### config.mk
export PLATFORM = sky130hd
export DESIGN_NAME = bit_count_seq
export DESIGN_NICKNAME = d
export VERILOG_FILES = /design/src/rtl/bit_count_seq.sv
export SDC_FILE = /design/constraint.sdc
export NUM_CORES = 1
export LEC_CHECK = 0
export CAP_MARGIN = 20
export CELL_PAD_IN_SITES_DETAIL_PLACEMENT = 0
export CELL_PAD_IN_SITES_GLOBAL_PLACEMENT = 1
export CORE_AREA = 2 2 87 89
export CTS_CLUSTER_DIAMETER = 200
export DETAILED_ROUTE_END_ITERATION = 7
export DIE_AREA = 0 0 89 91
export PLACE_DENSITY = 0.76
export SETUP_SLACK_MARGIN = 0.05
export SYNTH_ARGS = -nofsm -noshare
export SYNTH_HDL_FRONTEND = slang
export SYNTH_SLANG_ARGS = --single-unit
export TNS_END_PERCENT = 100
### constraint.sdc
create_clock -name clk -period 4.1 [get_ports clk]
set_clock_uncertainty 0.15 [all_clocks]
set_input_delay 0.82 -clock clk [delete_from_list [all_inputs] [get_ports clk]]
set_output_delay 0.82 -clock clk [all_outputs]
set_load 0.005 [all_outputs]
### src/rtl/bit_count_seq.sv
`default_nettype none
// ---------------------------------------------------------------------------
// bit_count_seq : multi-cycle zeros/ones/leading/trailing-zero counter, CHUNK bits per clock
// Revision 1.0
// ---------------------------------------------------------------------------
module bit_count_seq #(
  parameter int WIDTH = 32,
  parameter int CHUNK = 4,
  localparam int CW   = $clog2(WIDTH + 1)
) (
  input  logic             clk,
  input  logic             rst,
  input  logic             start,
  input  logic [1:0]       mode,
  input  logic [WIDTH-1:0] data_in,
  output logic             busy,
  output logic             done,
  output logic [CW-1:0]    count
);

  localparam int N  = WIDTH / CHUNK;
  localparam int IW = (N > 1) ? $clog2(N) : 1;

  typedef enum logic [1:0] {
    ST_IDLE = 2'd0,
    ST_RUN  = 2'd1,
    ST_DONE = 2'd2
  } state_t;

  state_t           state_q, state_d;
  logic [1:0]       mode_q, mode_d;
  logic [WIDTH-1:0] shreg_q, shreg_d;
  logic [CW-1:0]    acc_q, acc_d;
  logic             seen_q, seen_d;
  logic [IW-1:0]    idx_q, idx_d;
  logic             busy_q, busy_d;
  logic             done_q, done_d;
  logic [CW-1:0]    count_q, count_d;

  logic [CHUNK-1:0] chunk;
  logic [CW-1:0]    ones;
  logic [CW-1:0]    lead;
  logic             found;
  logic [CW-1:0]    add;
  logic [WIDTH-1:0] data_rev;

  always_comb begin
    data_rev = '0;
    for (int i = 0; i < WIDTH; i++) begin
      data_rev[i] = data_in[WIDTH-1-i];
    end
  end

  // Per-chunk statistics, scanned MSB-first so "lead" stops at the first one.
  always_comb begin
    chunk = shreg_q[WIDTH-1 -: CHUNK];
    ones  = '0;
    lead  = '0;
    found = 1'b0;
    for (int i = CHUNK - 1; i >= 0; i--) begin
      ones = ones + CW'(chunk[i]);
      if (!found) begin
        if (chunk[i]) begin
          found = 1'b1;
        end else begin
          lead = lead + CW'(1);
        end
      end
    end
  end

  always_comb begin
    case (mode_q)
      2'b00:   add = CW'(CHUNK) - ones;
      2'b01:   add = ones;
      default: add = seen_q ? '0 : lead;
    endcase
  end

  always_comb begin
    state_d = state_q;
    mode_d  = mode_q;
    shreg_d = shreg_q;
    acc_d   = acc_q;
    seen_d  = seen_q;
    idx_d   = idx_q;
    busy_d  = busy_q;
    done_d  = 1'b0;
    count_d = count_q;
    case (state_q)
      ST_IDLE: begin
        if (start) begin
          state_d = ST_RUN;
          mode_d  = mode;
          // Trailing zeros of the word are the leading zeros of its mirror image.
          shreg_d = (mode == 2'b11) ? data_rev : data_in;
          acc_d   = '0;
          seen_d  = 1'b0;
          idx_d   = '0;
          busy_d  = 1'b1;
        end
      end
      ST_RUN: begin
        acc_d   = acc_q + add;
        seen_d  = seen_q | (|chunk);
        shreg_d = shreg_q << CHUNK;
        idx_d   = idx_q + IW'(1);
        if (idx_q == IW'(N - 1)) begin
          state_d = ST_DONE;
          count_d = acc_q + add;
          done_d  = 1'b1;
        end
      end
      ST_DONE: begin
        state_d = ST_IDLE;
        busy_d  = 1'b0;
      end
      default: begin
        state_d = ST_IDLE;
        busy_d  = 1'b0;
      end
    endcase
  end

  always_ff @(posedge clk or posedge rst) begin
    if (rst) begin
      state_q <= ST_IDLE;
      mode_q  <= 2'b00;
      shreg_q <= '0;
      acc_q   <= '0;
      seen_q  <= 1'b0;
      idx_q   <= '0;
      busy_q  <= 1'b0;
      done_q  <= 1'b0;
      count_q <= '0;
    end else begin
      state_q <= state_d;
      mode_q  <= mode_d;
      shreg_q <= shreg_d;
      acc_q   <= acc_d;
      seen_q  <= seen_d;
      idx_q   <= idx_d;
      busy_q  <= busy_d;
      done_q  <= done_d;
      count_q <= count_d;
    end
  end

  assign busy  = busy_q;
  assign done  = done_q;
  assign count = count_q;

endmodule
`default_nettype wire

==> impl_metrics.tcl <==
set metrics [dict create \
    fill_cells 682 \
    cp_cell_sequence "inv_1, fa_1, inv_1, ha_1, ha_1, inv_1, ha_1, inv_1, ha_1, nor2_1, a21oi_1, o22ai_2, ha_1, a21oi_1, a21oi_1, or4_1, nand3_1" \
    synth_xor_area_frac 0.0118 \
    power_density_nw_per_um2 655 \
    final_util 0.502 \
    ys_seq_area_frac 0.457 \
    clock-root-buffer "clkbuf_8" \
    yosys_most_used_dff "dfrtp_1" \
    hold_buffers 0 \
    clock-sinks 54 \
    synth-seq-cells 54 \
    drtAntennaViolNets 0 \
    drive_gt1_frac 0.0732 \
    worstRegToRegCells 17 \
    synth_edf_count 0 \
    synthCells 290 \
    synth_top_family_by_area "compound AO/OA/AOI/OAI gates" \
    cp_data_arrival_time_ps 3920 \
    grt_pass1_vias 2206 \
    yosys_warnings 0 \
    setup_viol 0 \
    slew_violations 0 \
    grt_pass1_wl_um 10400 \
    fin_tns_setup_ps 0 \
    via_per_inst 5.30 \
    grt.overflow.total 0 \
    cp_slowest_stage_delay_ps 530 \
    areaGrowthSynthToFinish_pct 21.3 \
    slew_headroom 0.377 \
    portBuffers 44 \
    synth-compound-area-share 0.190 \
    antenna_found_initial 0 \
    required_ps 4190 \
    r2r_slack_ps 270 \
    path_clk_slew_ps 90 \
    ios 45 \
    fp.dieH_um 91 \
    layout_min_cycle_time_ps 3830 \
    first_pass_iters 4 \
    core_area_um2 7140 \
    synth_area_um2 2960 \
    r2r_end "acc_q[5]$_DFFE_PP0P_" \
    setup_ws_ps 269 \
    critPathLaunch "shreg_q[28]$_DFFE_PP0P_" \
    cts_tree "built" \
    insertion_delay_ps 300 \
    end_kind "flop" \
    cts_buffers 5 \
    holdCritPathClass "reg2reg" \
    crit_top_cell "ha_1" \
    initial_core_util 0.414 \
    pre_cts_slack_ps 230 \
    avgSynthCellArea_um2 10.2 \
    vias 2264 \
    finalHoldViolCount 0 \
    nNetsFinal 383 \
    p_leak_nw 1.68 \
    place.gp.congestion 0.793 \
    cap_viol_max_count 0 \
    critical_path.slowest_cell "fa_1" \
    grt_max_degree 36 \
    start_kind "flop" \
    die_area_um2 8100 \
    dp_hpwl_um 4400 \
    path_max_fanout 6 \
    worst_slew_pin_slew_ps 931 \
    drc 0 \
    clockBufferDepth 2 \
    yosys.area_share.simple 0.0884 \
    fin_area_um2 3590 \
    synthAdderAreaFrac 0.0813 \
    min_period_over_period 0.934 \
    cp-endpoint "acc_q[5]$_DFFE_PP0P_" \
    ys_types 35 \
    outcome "finished, final reports clean" \
    rsz0062_at_grt "false" \
    synthMuxAreaShare 0.124 \
    rows 31 \
    r2r-start "shreg_q[28]$_DFFE_PP0P_" \
    wirelength_um 6120 \
    antennaDiodeCount 0 \
    die_w_um 89 \
    drtIter0Drc 87 \
    path_class "reg2reg" \
    async_flop_share 1.00 \
    syn-num-nets 345 \
    ir_drop_mv 0.208 \
    hold_slack_ps 333 \
    grt_use_total 0.164 \
    fmax_mhz 261 \
    cts-htree-levels 2 \
    dpl_cell_area_um2 3490 \
    wl_per_cell_um 14.3 \
]
[final cells by class]
class / count / area, um^2 / share of cell area
timing repair buffer: 49 / 490 / 0.137
clock inverter: 1 / 7.51 / 0.00209
inverter: 16 / 60.1 / 0.0167
multi-input combinational: 202 / 1480 / 0.412
sequential: 54 / 1350 / 0.377
tap: 99 / 124 / 0.0345
clock buffer: 6 / 72.6 / 0.0202
[per-layer routing]
layer  wire, um  track usage  part of all wire
met5          0            0                 0
met4         41       0.0299            0.0067
met3        183       0.0327             0.030
met2       3050        0.278              0.50
met1       2840        0.217              0.46
[sequential cells by signal, indices dropped and copies added, names as in the netlist]
| name | cells |
|---|---|
| mode_q | 2 |
| busy | 1 |
| state_q | 2 |
| count | 6 |
| seen_q | 1 |
| idx_q | 3 |
| shreg_q | 32 |
| acc_q | 6 |
| done | 1 |
[how the worst min path moves through the flow]
stage / from / endpoint / slack, ps / cells after the start
5_1_grt: count[4]$_DFFE_PP0P_ / count[4]$_DFFE_PP0P_ / 360 / 2
6_report: count[4]$_DFFE_PP0P_ / count[4]$_DFFE_PP0P_ / 330 / 2
4_1_cts: count[4]$_DFFE_PP0P_ / count[4]$_DFFE_PP0P_ / 340 / 2
3_5_place_dp: count[4]$_DFFE_PP0P_ / count[4]$_DFFE_PP0P_ / 320 / 2
2_1_floorplan: state_q[1]$_DFFE_PP0P_ / busy$_DFFE_PP0P_ / 290 / 1
3_3_place_gp: count[3]$_DFFE_PP0P_ / count[3]$_DFFE_PP0P_ / 310 / 2
[critical path: cells and delay by family, from the launching register on]
kind / cells / cell delay, ps
flip-flops: 1 / 420
buffers and inverters: 4 / 240
AND/OR/NAND/NOR: 3 / 640
adder cells (fa/ha/maj): 6 / 1740
AO/OA/AOI/OAI: 4 / 580
[synth_stat cells, types with 2 or more instances]
cell type | n | area (um^2)
o22ai_1 | 2 | 12.5
nand3_1 | 15 | 75.1
nor2_1 | 6 | 22.5
inv_1 | 16 | 60.1
xnor2_1 | 3 | 26.3
nor2b_1 | 5 | 31.3
dfrtp_1 | 54 | 1350
a22oi_1 | 28 | 210
o31ai_1 | 3 | 22.5
clkbuf_1 | 12 | 45.0
fa_1 | 2 | 40.0
mux2i_1 | 32 | 320
o21a_1 | 2 | 15.0
o21ai_0 | 43 | 215
mux2_2 | 4 | 45.0
buf_2 | 5 | 25.0
ha_1 | 16 | 200
a21oi_1 | 7 | 35.0
a31oi_1 | 2 | 12.5
nand2_1 | 18 | 67.6
[through the flow]
step	total power, mW	instances
finish	2.35	427
global route	2.60	427
CTS	2.37	426
detailed placement	2.07	419
global placement	2.04	419
floorplan	1.72	290
[report_power, final]
| group | switching (mW) | internal (mW) |
|---|---|---|
| Combinational | 0.611 | 0.525 |
| Clock | 0.171 | 0.118 |
| Sequential | 0.171 | 0.754 |
| Total | 0.953 | 1.40 |
[layout by cell type, fill, tap and decap left out, drive strengths merged]
cell,instances
dfrtp,54
clkdlybuf4s50,44
o21ai,43
mux2i,32
a22oi,28
nand2,19
ha,16
inv,16
nand3,15
a21oi,7
nor2,6
clkbuf,6
nor2b,5
buf,5
mux2,4
xnor2,3
o31ai,3
a31oi,2
o21a,2
fa,2
nor3b,2
o22ai,2
nand3b,1
o21bai,1
a21o,1
or3,1
nand2b,1
nor3,1
or4,1
o211ai,1
xor2,1
a211oi,1
a21boi,1
clkinvlp,1
[kinds of logic after synthesis]
logic type                 Yosys count
AOI/OAI and AO/OA                   92
buffers and inverters               34
adders and majority gates           18
and+or+nand+nor                     52
xor gates and xnor gates             4
DFF                                 54
muxes                               36
[repair_timing]
action                                  in CTS  in global routing
setup buffers                                0                  1
endpoints found under the setup margin       0                  4
gates resized for setup                      0                  2
(Power assumes the default switching activity.)
